$ cat src/rtl/network_pkg.sv
// Shared types and constants for the network sequencer slice.
package network_pkg;

  typedef enum logic [1:0] {IDLE, START, RUN, DONE} state_t;

  localparam int unsigned SETTLE_DEFAULT = 2;

  // Length of one network run for a given counter width.
  function automatic int unsigned run_cycles(input int unsigned width);
    return 32'd1 << (width + 32'd1);
  endfunction

endpackage

$ cat src/rtl/network_sequencer_if.sv
// Frame-in / result-out handshake bundle between host and sequencer.
interface network_sequencer_if #(
  parameter int unsigned WIDTH  = 8,
  parameter int unsigned HEIGHT = 7
) ();

  logic              in_valid;
  logic              in_ready;
  logic [HEIGHT-1:0] in_pixels;
  logic              res_valid;
  logic              res_ready;
  logic              res_fired;
  logic [WIDTH:0]    res_latency;
  logic              res_timeout;

  modport master (
    output in_valid, in_pixels, res_ready,
    input  in_ready, res_valid, res_fired, res_latency, res_timeout
  );

  modport slave (
    input  in_valid, in_pixels, res_ready,
    output in_ready, res_valid, res_fired, res_latency, res_timeout
  );

endinterface

$ cat src/rtl/network_run_timer.sv
// Saturating run-cycle counter with registered settle and timeout flags.
module network_run_timer #(
  parameter int unsigned WIDTH   = 8,
  parameter int unsigned SETTLE  = 2,
  parameter int unsigned TIMEOUT = 520,
  parameter int unsigned CW      = $clog2(TIMEOUT + 1)
) (
  input  logic           clk,
  input  logic           rst,
  input  logic           clr,
  input  logic           en,
  output logic [WIDTH:0] cnt,
  output logic           settled,
  output logic           timed_out
);

  localparam logic [CW-1:0] SETTLE_C = CW'(SETTLE);
  localparam logic [CW-1:0] LAST_C   = CW'(TIMEOUT - 1);

  logic [CW-1:0] cnt_q;
  logic [CW-1:0] cnt_d;

  assign cnt = cnt_q[WIDTH:0];

  // Flags are computed from the next count so they line up with cnt_q.
  always_comb begin
    cnt_d = cnt_q;
    if (clr) begin
      cnt_d = '0;
    end else if (en && (cnt_q != '1)) begin
      cnt_d = cnt_q + CW'(1);
    end
  end

  always_ff @(posedge clk) begin
    if (rst) begin
      cnt_q     <= '0;
      settled   <= (SETTLE == 0);
      timed_out <= (TIMEOUT == 1);
    end else begin
      cnt_q     <= cnt_d;
      settled   <= (cnt_d >= SETTLE_C);
      timed_out <= (cnt_d == LAST_C);
    end
  end

endmodule

$ cat src/rtl/network_sequencer.sv
// Host-side initiator: latches a frame, starts the network run, returns one result per frame.
module network_sequencer
  import network_pkg::*;
#(
  parameter int unsigned WIDTH   = 8,
  parameter int unsigned HEIGHT  = 7,
  parameter int unsigned SETTLE  = SETTLE_DEFAULT,
  parameter int unsigned TIMEOUT = run_cycles(WIDTH) + SETTLE + 6
) (
  input  logic              clk,
  input  logic              rst,
  network_sequencer_if.slave bus,
  output logic [HEIGHT-1:0] net_pixels,
  output logic              net_start,
  input  logic [1:0]        net_out,
  output logic              busy
);

  localparam int unsigned CW = $clog2(TIMEOUT + 1);

  state_t         state;
  logic           run_clr_c;
  logic           run_en_c;
  logic [WIDTH:0] run_cnt;
  logic           settled;
  logic           timed_out;

  assign run_clr_c = (state == START);
  assign run_en_c  = (state == RUN);

  network_run_timer #(
    .WIDTH   (WIDTH),
    .SETTLE  (SETTLE),
    .TIMEOUT (TIMEOUT),
    .CW      (CW)
  ) u_timer (
    .clk       (clk),
    .rst       (rst),
    .clr       (run_clr_c),
    .en        (run_en_c),
    .cnt       (run_cnt),
    .settled   (settled),
    .timed_out (timed_out)
  );

  // Sequencer FSM with registered handshake, network and result outputs.
  always_ff @(posedge clk) begin
    if (rst) begin
      state           <= IDLE;
      bus.in_ready    <= 1'b1;
      bus.res_valid   <= 1'b0;
      bus.res_fired   <= 1'b0;
      bus.res_latency <= '0;
      bus.res_timeout <= 1'b0;
      net_pixels      <= '0;
      net_start       <= 1'b0;
      busy            <= 1'b0;
    end else begin
      net_start <= 1'b0;
      case (state)
        IDLE: begin
          if (bus.in_valid && bus.in_ready) begin
            net_pixels   <= bus.in_pixels;
            net_start    <= 1'b1;
            bus.in_ready <= 1'b0;
            busy         <= 1'b1;
            state        <= START;
          end
        end
        START: begin
          state <= RUN;
        end
        RUN: begin
          // Spike beats finish beats timeout when they coincide.
          if (net_out[0]) begin
            bus.res_fired   <= 1'b1;
            bus.res_timeout <= 1'b0;
            bus.res_latency <= run_cnt;
            bus.res_valid   <= 1'b1;
            state           <= DONE;
          end else if (net_out[1] && settled) begin
            bus.res_fired   <= 1'b0;
            bus.res_timeout <= 1'b0;
            bus.res_latency <= run_cnt;
            bus.res_valid   <= 1'b1;
            state           <= DONE;
          end else if (timed_out) begin
            bus.res_fired   <= 1'b0;
            bus.res_timeout <= 1'b1;
            bus.res_latency <= run_cnt;
            bus.res_valid   <= 1'b1;
            state           <= DONE;
          end
        end
        DONE: begin
          if (bus.res_ready) begin
            bus.res_valid <= 1'b0;
            bus.in_ready  <= 1'b1;
            busy          <= 1'b0;
            state         <= IDLE;
          end
        end
        default: begin
          state <= IDLE;
        end
      endcase
    end
  end

endmodule

$ cat src/flat_wrapper.sv
// flat-port wrapper written by rule: the top's interface ports become plain ports
module network_sequencer_flat import network_pkg::*;
#(
  parameter int unsigned WIDTH   = 8,
  parameter int unsigned HEIGHT  = 7,
  parameter int unsigned SETTLE  = SETTLE_DEFAULT,
  parameter int unsigned TIMEOUT = run_cycles(WIDTH) + SETTLE + 6
)
  (clk, rst, net_pixels, net_start, net_out, busy, bus_in_valid, bus_in_pixels, bus_res_ready, bus_in_ready, bus_res_valid, bus_res_fired, bus_res_latency, bus_res_timeout);
  network_sequencer_if #(.WIDTH(WIDTH), .HEIGHT(HEIGHT)) bus_i ();
  input  logic clk;
  input  logic rst;
  output logic [HEIGHT-1:0] net_pixels;
  output logic net_start;
  input  logic [1:0] net_out;
  output logic busy;
  input wire logic [$bits(bus_i.in_valid)-1:0] bus_in_valid;
  input wire logic [$bits(bus_i.in_pixels)-1:0] bus_in_pixels;
  input wire logic [$bits(bus_i.res_ready)-1:0] bus_res_ready;
  output wire logic [$bits(bus_i.in_ready)-1:0] bus_in_ready;
  output wire logic [$bits(bus_i.res_valid)-1:0] bus_res_valid;
  output wire logic [$bits(bus_i.res_fired)-1:0] bus_res_fired;
  output wire logic [$bits(bus_i.res_latency)-1:0] bus_res_latency;
  output wire logic [$bits(bus_i.res_timeout)-1:0] bus_res_timeout;
  assign bus_i.in_valid = bus_in_valid;
  assign bus_i.in_pixels = bus_in_pixels;
  assign bus_i.res_ready = bus_res_ready;
  assign bus_in_ready = bus_i.in_ready;
  assign bus_res_valid = bus_i.res_valid;
  assign bus_res_fired = bus_i.res_fired;
  assign bus_res_latency = bus_i.res_latency;
  assign bus_res_timeout = bus_i.res_timeout;
  network_sequencer #(.WIDTH(WIDTH), .HEIGHT(HEIGHT), .SETTLE(SETTLE), .TIMEOUT(TIMEOUT)) u_core (.clk(clk), .rst(rst), .bus(bus_i), .net_pixels(net_pixels), .net_start(net_start), .net_out(net_out), .busy(busy));
endmodule
$ cat config.mk
export PLATFORM = sky130hd
export DESIGN_NAME = network_sequencer_flat
export DESIGN_NICKNAME = d
export VERILOG_FILES = /design/src/rtl/network_pkg.sv /design/src/rtl/network_sequencer_if.sv /design/src/rtl/network_run_timer.sv /design/src/rtl/network_sequencer.sv /design/src/flat_wrapper.sv
export SDC_FILE = /design/constraint.sdc
export NUM_CORES = 1
export LEC_CHECK = 0
export ABC_CLOCK_PERIOD_IN_PS = 1900
export CAP_MARGIN = 20
export CORE_ASPECT_RATIO = 2
export CORE_MARGIN = 2
export CORE_UTILIZATION = 40
export DETAILED_ROUTE_END_ITERATION = 10
export DONT_BUFFER_PORTS = 1
export GPL_TIMING_DRIVEN = 1
export PLACE_DENSITY_LB_ADDON = 0.12
export SYNTH_ARGS = -nofsm -noshare
export SYNTH_HDL_FRONTEND = slang
export SYNTH_SLANG_ARGS = --single-unit
$ cat constraint.sdc
create_clock -name clk -period 1.9 [get_ports clk]
set_input_delay 0.38 -clock clk [delete_from_list [all_inputs] [get_ports clk]]
set_output_delay 0.38 -clock clk [all_outputs]
set_load 0.02 [all_outputs]
* Yosys cells after proc, flatten, opt, wreduce, memory -nomap -nowiden
Index checks and enable logic that the tools add are counted.
** Cells by class
- Add/subtract/negate cells :: 1
- Order comparisons :: 1
- Eq/ne operators :: 8
- Mux-type cells :: 27
- Bitwise gates (word level) :: 1
- Reduce and logical (&&, ||, !) cells :: 13
** Operator list (count)
- $mux 9 :: 3
- $mux 10 :: 2
- $mux 1 :: 13
- $add 10x1->10 const B :: 1
- $eq 10x10->1 const B :: 1
- $ge 10x2->1 const B :: 1
- $mux 2 :: 5
- $ne 10x10->1 const B :: 1
- $reduce_and 3->1 :: 3
- $pmux 2 s4 :: 1
- $pmux 1 s2 :: 3
- $eq 2x2->1 const B :: 2
- $ne 4x2->1 const B :: 1
- $reduce_and 2->1 :: 2
- $reduce_bool 2->1 :: 2
- $logic_and 1x1->1 :: 3
- $reduce_bool 3->1 :: 1
- $eq 2x1->1 const B :: 1
- $logic_not 2->1 :: 1
- $ne 2x1->1 const B :: 1
- $ne 2x2->1 const B :: 1
- $reduce_or 2->1 :: 1
- $not 1->1 :: 1
** Word-level totals
- Register bits after elaboration :: 36
- Bits of input ports :: 13
- Output and inout port bits :: 22
- Logic and storage cells :: 63

* Longest topological paths before layout
Gate-level depths: netlist (run 1).
- Word-level depth :: 5
- Mapped depth :: 9
- Gate-level depth less buffers :: 8

* Modules after synthesis
Synthesis (run 1) repeated with hierarchy kept, for this count alone.
** Second synthesis, totals
- Cells, all modules :: 206
- Area, all modules :: 1788.0 um^2
** Modules (own cells, without submodules)
- network_sequencer :: instances 1, cells an instance 121, area an instance 1037.2 um^2, sequential area each 480.5 um^2
- network_run_timer :: instances 1, cells an instance 85, area an instance 750.7 um^2, sequential area each 240.2 um^2

* Least setup slack after synthesis (run 1)
No wires, ideal clock.
- Path kind :: reg-to-reg
- From :: register u_core.state[0]
- To :: register u_core.u_timer.settled
- Setup time :: 0.143 ns
- Arrival :: 1.855 ns
- Required time :: 1.757 ns
- Setup slack :: -0.098 ns
- Stages on the path, launching flop included :: 10
- Path buffers :: 1
- Period minus slack after synthesis :: 1.998 ns
- Cell sequence :: dfxtp_1 > inv_1 > ha_1 > buf_2 > and4_2 > o2111ai_1 > xor2_1 > a31oi_1 > a2111oi_4 > a41oi_1
** Between the ends
- Cells in the longest elaborated chain, start to end :: 5
- Elaborated cells on any way between the ends :: 6
- Classes of those cells :: order compare: 1; eq/ne: 2; mux: 2; reduce/logical: 1
** Ends and longest elaborated chain
- from (decl) :: line network_sequencer.sv:21 : state_t state;
- from (signal assigned) :: line network_sequencer.sv:49 : state <= IDLE;
- from (signal assigned) :: line network_sequencer.sv:67 : state <= START;
- from (signal assigned) :: line network_sequencer.sv:71 : state <= RUN;
- $eq 2x2->1 :: line network_sequencer.sv:29 : assign run_en_c = (state == RUN);
- $logic_and 1x1->1 :: line network_run_timer.sv:30 : end else if (en && (cnt_q != '1)) begin
- $mux 10 :: line network_run_timer.sv:30
- $mux 10 * :: line network_run_timer.sv:28 : if (clr) begin
- $ge 10x2->1 * :: line network_run_timer.sv:42 : settled <= (cnt_d >= SETTLE_C);
- to (signal assigned) :: line network_run_timer.sv:38 : settled <= (SETTLE == 0);
- to (signal assigned) :: line network_run_timer.sv:42
- to (decl) :: line network_run_timer.sv:13 : output logic settled,
Every way passes the cells marked *; elsewhere a longest branch is shown, timed or not.
A chain may end at the register's enable or synchronous reset.

* Worst setup path in the final report (run 1)
Same ends and word-level chain as after synthesis.

==> results.sh, run 1 <==
export IMPL_grt_pass1_vias=1430
export IMPL_netlist_instances=184
export IMPL_layout_common_cells="dfxtp_1 (33), buf_4 (29), nor2_1 (24)"
export IMPL_track_usage=0.1990
export IMPL_drv_slew=0
export IMPL_cts_buffers=5
export IMPL_setup_slack_ns=-0.08232
export IMPL_grt_pass1_wl_mm=6.368
export IMPL_r2r_slack_ns=-0.08
export IMPL_avgSynthCellArea_sq_um=8.500
export IMPL_report_final_setup_viol=2
export IMPL_pin_count=35
export IMPL_regToRegStartpoint="u_core.state[0]"
export IMPL_grt_max_degree=36
export IMPL_synth_edff_count=0
export IMPL_vias_per_cell=5.439
export IMPL_power_mw=2.125
export IMPL_synthTopCellsByArea="dfxtp_1 (46%), nor2_1 (6.2%), mux2i_1 (5.8%)"
export IMPL_clk_latency_ns=0.30
export IMPL_fin_skew_ns=0.01209
export IMPL_n_antenna_cell=0
export IMPL_rr_worst_depth=8
export IMPL_core_sq_um=3804
export IMPL_whs_ns=0.1353
export IMPL_fill_cells=363
export IMPL_fin_nets=230
export IMPL_synth_xor_area_frac=0.01680
export IMPL_gr_usage_met3=0.04288
export IMPL_hold_viol=0
export IMPL_cts_buffer_depth=2
export IMPL_layout_drive_gt1_share=0.2817
export IMPL_yosys_warnings=0
export IMPL_synthAdderAreaFrac=0.04000
export IMPL_ant_nets=0
export IMPL_die_h_um=92.43
export IMPL_path_class="reg -> reg"
export IMPL_die_w_um=48.22
export IMPL_power_density_nw_per_um2=1050
export IMPL_synth_compound_area_frac=0.1472
export IMPL_firstDrtPassIters=4
export IMPL_cp_data_arrival_time_ns=2.14
export IMPL_hpwlAfterDp_mm=3.042
export IMPL_status="finished, violations left"
export IMPL_cts_sinks=36
export IMPL_via_count=1436
export IMPL_clk_pin_slew_ns=0.09
export IMPL_syn_to_final_growth_pct=29.44
export IMPL_cts_root_buf="clkbuf_8"
export IMPL_startpoint="u_core.state[0]"
export IMPL_cts_tree="built"
export IMPL_yosysSeqAreaShare=0.4608
export IMPL_synth_seq_cells=36
export IMPL_globalRoute_busiestLayer="met2"
export IMPL_ir_worst_vdd_uv=739.0
export IMPL_post_drt_wl_per_cell_um=15.78
export IMPL_syn_nets=202
export IMPL_portBuffers=0
export IMPL_drt_iter0_drc=13
export IMPL_violations="setup timing"
export IMPL_hold_path_startpoint="rst"
export IMPL_design_die_area_sq_um=4457
export IMPL_setup_worst_path_end_class="flop"
export IMPL_h_tree_depth=2
export IMPL_ys_async_sr_fraction=0
export IMPL_hold_class="in -> reg"
export IMPL_synth_flop_cell="dfxtp_1"
export IMPL_required_ns=2.06
export IMPL_wirelength_mm=4.166
export IMPL_initial_core_util=0.4112
export IMPL_min_period_over_period=1.043
export IMPL_crit_path_start_kind="flop"
export IMPL_regToRegEndpoint="u_core.u_timer.settled"
export IMPL_power_leakage_nw=0.8265
export IMPL_period_needed_ns=1.982
export IMPL_slew_headroom=0.6530
export IMPL_worstMarginPinSlew_ns=0.5150
export IMPL_holdPathStages=1
export IMPL_grt_overflow_total=0
export IMPL_synth_simple_area_share=0.2392
export IMPL_drv_cap=0
export IMPL_synth_top_family_by_area="simple AND/OR/NAND/NOR gates"
export IMPL_muxShareOfSynthArea=0.05760
export IMPL_antenna_found_initial=0
export IMPL_synth_area_sq_um=1564
export IMPL_gp_congestion=0.8935
export IMPL_drcViolationCount=0
export IMPL_hold_buffers=0
export IMPL_yosysTopAreaCell="dfxtp_1"
export IMPL_synth_top_area_frac=0.4608
export IMPL_row_count=32
export IMPL_rsz0062_at_grt="true"
export IMPL_final_common_cell="dfxtp_1"
export IMPL_clock_fmax_ghz=0.5045
export IMPL_hold_end="u_core.net_pixels[0]"
export IMPL_use_met1=0.1854
export IMPL_crit_fanout=5
export IMPL_yosysUniqueCellTypes=34
export IMPL_grt_util_met2=0.3662
## flip-flops by register name (all words and copies together), names as in the netlist
name / cells
u_core.net_pixels: 7
u_core.bus.res_timeout: 1
u_core.net_start: 1
u_core.state: 2
u_core.busy: 1
u_core.bus.in_ready: 1
u_core.u_timer.settled: 1
u_core.u_timer.timed_out: 1
u_core.bus.res_valid: 1
u_core.bus.res_latency: 9
u_core.bus.res_fired: 1
u_core.u_timer.cnt_q: 10
## report_power, final
part,internal (mW),total (mW),switching (mW)
registers,0.842,0.975,0.133
clock network,0.256,0.554,0.299
logic,0.267,0.596,0.329
## cells in the mapped netlist, drive strengths merged (2+ instances only)
master / instances
nand3: 5
nand4: 4
a211oi: 2
a31oi: 3
nor3: 10
nor3b: 2
xor2: 3
nor2: 26
and4: 2
o21ai: 6
mux2i: 9
dfxtp: 36
ha: 5
clkbuf: 6
and3: 3
buf: 3
inv: 6
a21oi: 15
nand2: 24
## critical path, stage by stage, from the launching register on
cell and delay [ns]:
dfxtp_2 0.34, inv_2 0.07, ha_4 0.16, and4_4 0.26
o2111ai_4 0.14, xor2_2 0.24, a31oi_2 0.14, a2111oi_4 0.33
a41oi_2 0.15
## layer usage
metal  part of all wire  vias up
li1                   -      697
met1               0.35      697
met2               0.59       31
met3              0.031       11
met4              0.026        0
met5                  0        -
## how the worst max path moves through the flow
stage,end,slack (ns),depth (start not counted)
2_1_floorplan,u_core.u_timer.settled,0.02,9
3_3_place_gp,u_core.u_timer.settled,-0.08,7
3_5_place_dp,u_core.u_timer.settled,-0.14,8
4_1_cts,u_core.u_timer.settled,-0.05,7
5_1_grt,u_core.u_timer.settled,-0.22,7
6_report,u_core.u_timer.settled,-0.08,8
## repair_timing
item	in CTS	in global routing
setup buffers	2	0
pin swaps	8	6
resized for setup	16	10
setup endpoints to repair	2	4
## cell type report
class / count / area, sq um / share of cell area
clock inverter: 3 / 18.77 / 0.009271
timing repair buffer: 30 / 237.7 / 0.1174
clock buffer: 5 / 68.82 / 0.03399
tap: 51 / 63.81 / 0.03152
sequential: 36 / 724.4 / 0.3578
inverter: 6 / 22.52 / 0.01112
multi-input combinational: 133 / 888.4 / 0.4388
## cell families after synthesis
logic type / after synthesis
multiplexers: 9
buffers and inverters: 15
AND/OR/NAND/NOR: 81
AO/OA/AOI/OAI: 35
XOR/XNOR: 3
adder cells (fa/ha/maj): 5
flip-flops: 36
## stage by stage
step,setup slack [ns],area (sq um),TNS (ns),cells,utilization
2_1_floorplan,0.01556,1568,0,184,-
3_3_place_gp,-0.08119,1814,-0.1381,254,0.4770
3_5_place_dp,-0.1370,1814,-0.2118,254,0.4770
4_1_cts,-0.04998,1974,-0.04998,264,0.5191
5_1_grt,-0.2186,2024,-0.4848,264,0.5322
6_report,-0.08232,2024,-0.1331,264,0.5322
(Power assumes the default switching activity.)
==> run 2: changes to the inputs <==
--- a/config.mk
+++ b/config.mk
@@ -12,6 +12,7 @@
 export CORE_UTILIZATION = 40
 export DETAILED_ROUTE_END_ITERATION = 10
 export DONT_BUFFER_PORTS = 1
+export GPL_ROUTABILITY_DRIVEN = 0
 export GPL_TIMING_DRIVEN = 1
 export PLACE_DENSITY_LB_ADDON = 0.12
 export SYNTH_ARGS = -nofsm -noshare
==> results.sh, run 2 (synthesis results as in run 1) <==
export IMPL_min_period_over_period=1.029
export IMPL_power_internal_mw=1.358
export IMPL_stdcell_area_sq_um=1959
export IMPL_report_final_setup_viol=2
export IMPL_die_w_um=48.22
export IMPL_ant_nets=0
export IMPL_hold_end="u_core.net_pixels[5]"
export IMPL_h_tree_depth=2
export IMPL_ir_worst_vdd_uv=785.7
export IMPL_hold_class="in -> reg"
export IMPL_pwr_share_seq=0.468
export IMPL_status="finished, violations left"
export IMPL_grt_pass1_wl_mm=6.161
export IMPL_pwr_share_clk=0.255
export IMPL_drv_slew=0
export IMPL_fill_cells=378
export IMPL_setup_slack_ns=-0.05589
export IMPL_grt_overflow_total=0
export IMPL_rsz0062_at_grt="true"
export IMPL_hold_buffers=0
export IMPL_cp_data_arrival_time_ns=2.14
export IMPL_pin_count=35
export IMPL_core_sq_um=3804
export IMPL_post_route_util=0.5151
export IMPL_post_drt_wl_per_cell_um=14.90
export IMPL_violations="setup timing"
export IMPL_fin_skew_ns=0.006187
export IMPL_rr_worst_depth=8
export IMPL_largest_register="u_core.u_timer.cnt_q"
export IMPL_die_h_um=92.43
export IMPL_via_count=1405
export IMPL_hpwlAfterDp_mm=2.886
export IMPL_switching_power_uw=734.9
export IMPL_n_antenna_cell=0
export IMPL_syn_to_final_growth_pct=25.28
export IMPL_switching_share=0.3512
export IMPL_final_common_cell="dfxtp_1"
export IMPL_vias_per_cell=5.404
export IMPL_clk_latency_ns=0.29
export IMPL_grt_pass1_vias=1435
export IMPL_period_needed_ns=1.956
export IMPL_required_ns=2.08
export IMPL_p_comb_frac=0.277
export IMPL_holdPathStages=1
export IMPL_track_usage=0.1913
export IMPL_layout_common_cells="dfxtp_1 (31), buf_4 (26), nor2_1 (24)"
export IMPL_layout_drive_gt1_share=0.2584
export IMPL_cts_root_buf="clkbuf_8"
export IMPL_crit_fanout=4
export IMPL_largest_register_ff_count=10
export IMPL_regToRegEndpoint="u_core.u_timer.timed_out"
export IMPL_clk_pin_slew_ns=0.08
export IMPL_row_count=32
export IMPL_cts_buffers=5
export IMPL_drt_iter0_drc=58
export IMPL_drcViolationCount=0
export IMPL_cts_buffer_depth=2
export IMPL_firstDrtPassIters=4
export IMPL_top_regs="u_core.u_timer.cnt_q (10), u_core.bus.res_latency (9), u_core.net_pixels (7)"
export IMPL_worstMarginPinSlew_ns=0.4325
export IMPL_placed_area_sq_um=1772
export IMPL_path_class="reg -> reg"
export IMPL_portBuffers=0
export IMPL_initial_core_util=0.4112
export IMPL_clock_fmax_ghz=0.5113
export IMPL_wirelength_mm=3.873
export IMPL_hold_path_startpoint="rst"
export IMPL_grt_max_degree=36
export IMPL_power_leakage_nw=0.8027
export IMPL_setup_worst_path_end_class="flop"
export IMPL_design_die_area_sq_um=4457
export IMPL_slew_headroom=0.7086
export IMPL_hold_viol=0
export IMPL_drv_cap=0
export IMPL_fin_nets=226
export IMPL_r2r_slack_ns=-0.06
export IMPL_antenna_found_initial=0
export IMPL_layoutNonFillerInstCount=260
export IMPL_regToRegStartpoint="u_core.u_timer.cnt_q[0]"
export IMPL_placed_cells=250
export IMPL_cts_tree="built"
export IMPL_crit_path_start_kind="flop"
export IMPL_power_density_nw_per_um2=1068
export IMPL_cts_sinks=36
-- run 2: layout make-up --
type | count | area (sq um) | share of cell area
Inverter | 6 | 22.52 | 0.01149
Clock inverter | 3 | 18.77 | 0.009579
Sequential cell | 36 | 726.9 | 0.3710
Multi-Input combinational cell | 133 | 863.3 | 0.4406
Clock buffer | 5 | 68.82 | 0.03512
Timing Repair Buffer | 26 | 195.2 | 0.09962
Tap cell | 51 | 63.81 | 0.03257
-- run 2: worst max-delay path, cell delays in order, from the launching register on --
cell and delay [ns]:
dfxtp_2 0.36, ha_4 0.16, nand4_1 0.22, buf_4 0.23, nor3_1 0.26, o21ai_1 0.18
nor2_2 0.19, a2111oi_4 0.07, and3_1 0.19
-- run 2: layer usage --
metal	routed length, um	up-vias	share of wire	global-route usage
met3	150	18	0.039	0.05653
met1	1391	656	0.36	0.1936
met2	2144	41	0.55	0.3202
met4	186	0	0.048	0.1059
li1	-	690	-	-
met5	0	-	0	0
-- run 2: worst max-delay path by stage --
stage | start | end | slack [ns] | cells after the start
floorplan | u_core.state[0] | u_core.u_timer.settled | 0.02 | 9
global placement | u_core.u_timer.cnt_q[0] | u_core.u_timer.settled | -0.06 | 7
detailed placement | u_core.state[0] | u_core.u_timer.settled | -0.13 | 8
CTS | u_core.u_timer.cnt_q[1] | u_core.u_timer.settled | -0.06 | 7
global route | u_core.state[0] | u_core.u_timer.settled | -0.16 | 8
finish | u_core.u_timer.cnt_q[0] | u_core.u_timer.timed_out | -0.06 | 8
-- run 2: what timing repair did --
item,4_1_cts,5_1_grt
setup buffers,1,1
endpoints found under the hold margin,0,0
endpoints found under the setup margin,2,2
gates resized for setup,19,4
pin swaps,9,5
-- run 2: per-stage QoR --
stage | total power, mW | setup slack (ns) | setup TNS, ns | hold WS [ns]
after global placement | 1.514 | -0.06285 | -0.1234 | 0.4519
after detailed placement | 1.542 | -0.1318 | -0.2521 | 0.4542
final | 2.093 | -0.05589 | -0.09738 | 0.1522
after CTS | 2.111 | -0.05521 | -0.09613 | 0.1376
after floorplan | 1.357 | 0.01556 | 0 | 0.4968
after global routing | 2.244 | -0.1562 | -0.3045 | 0.1395
-- run 2: power by group through the flow --
| stage | registers, mW | clock network (mW) | logic, mW |
|---|---|---|---|
| after CTS | 0.978 | 0.552 | 0.580 |
| after global placement | 0.982 | 0 | 0.532 |
| after detailed placement | 0.986 | 0 | 0.556 |
| final | 0.979 | 0.535 | 0.579 |
| after global routing | 0.993 | 0.587 | 0.664 |
| after floorplan | 0.980 | 0 | 0.377 |
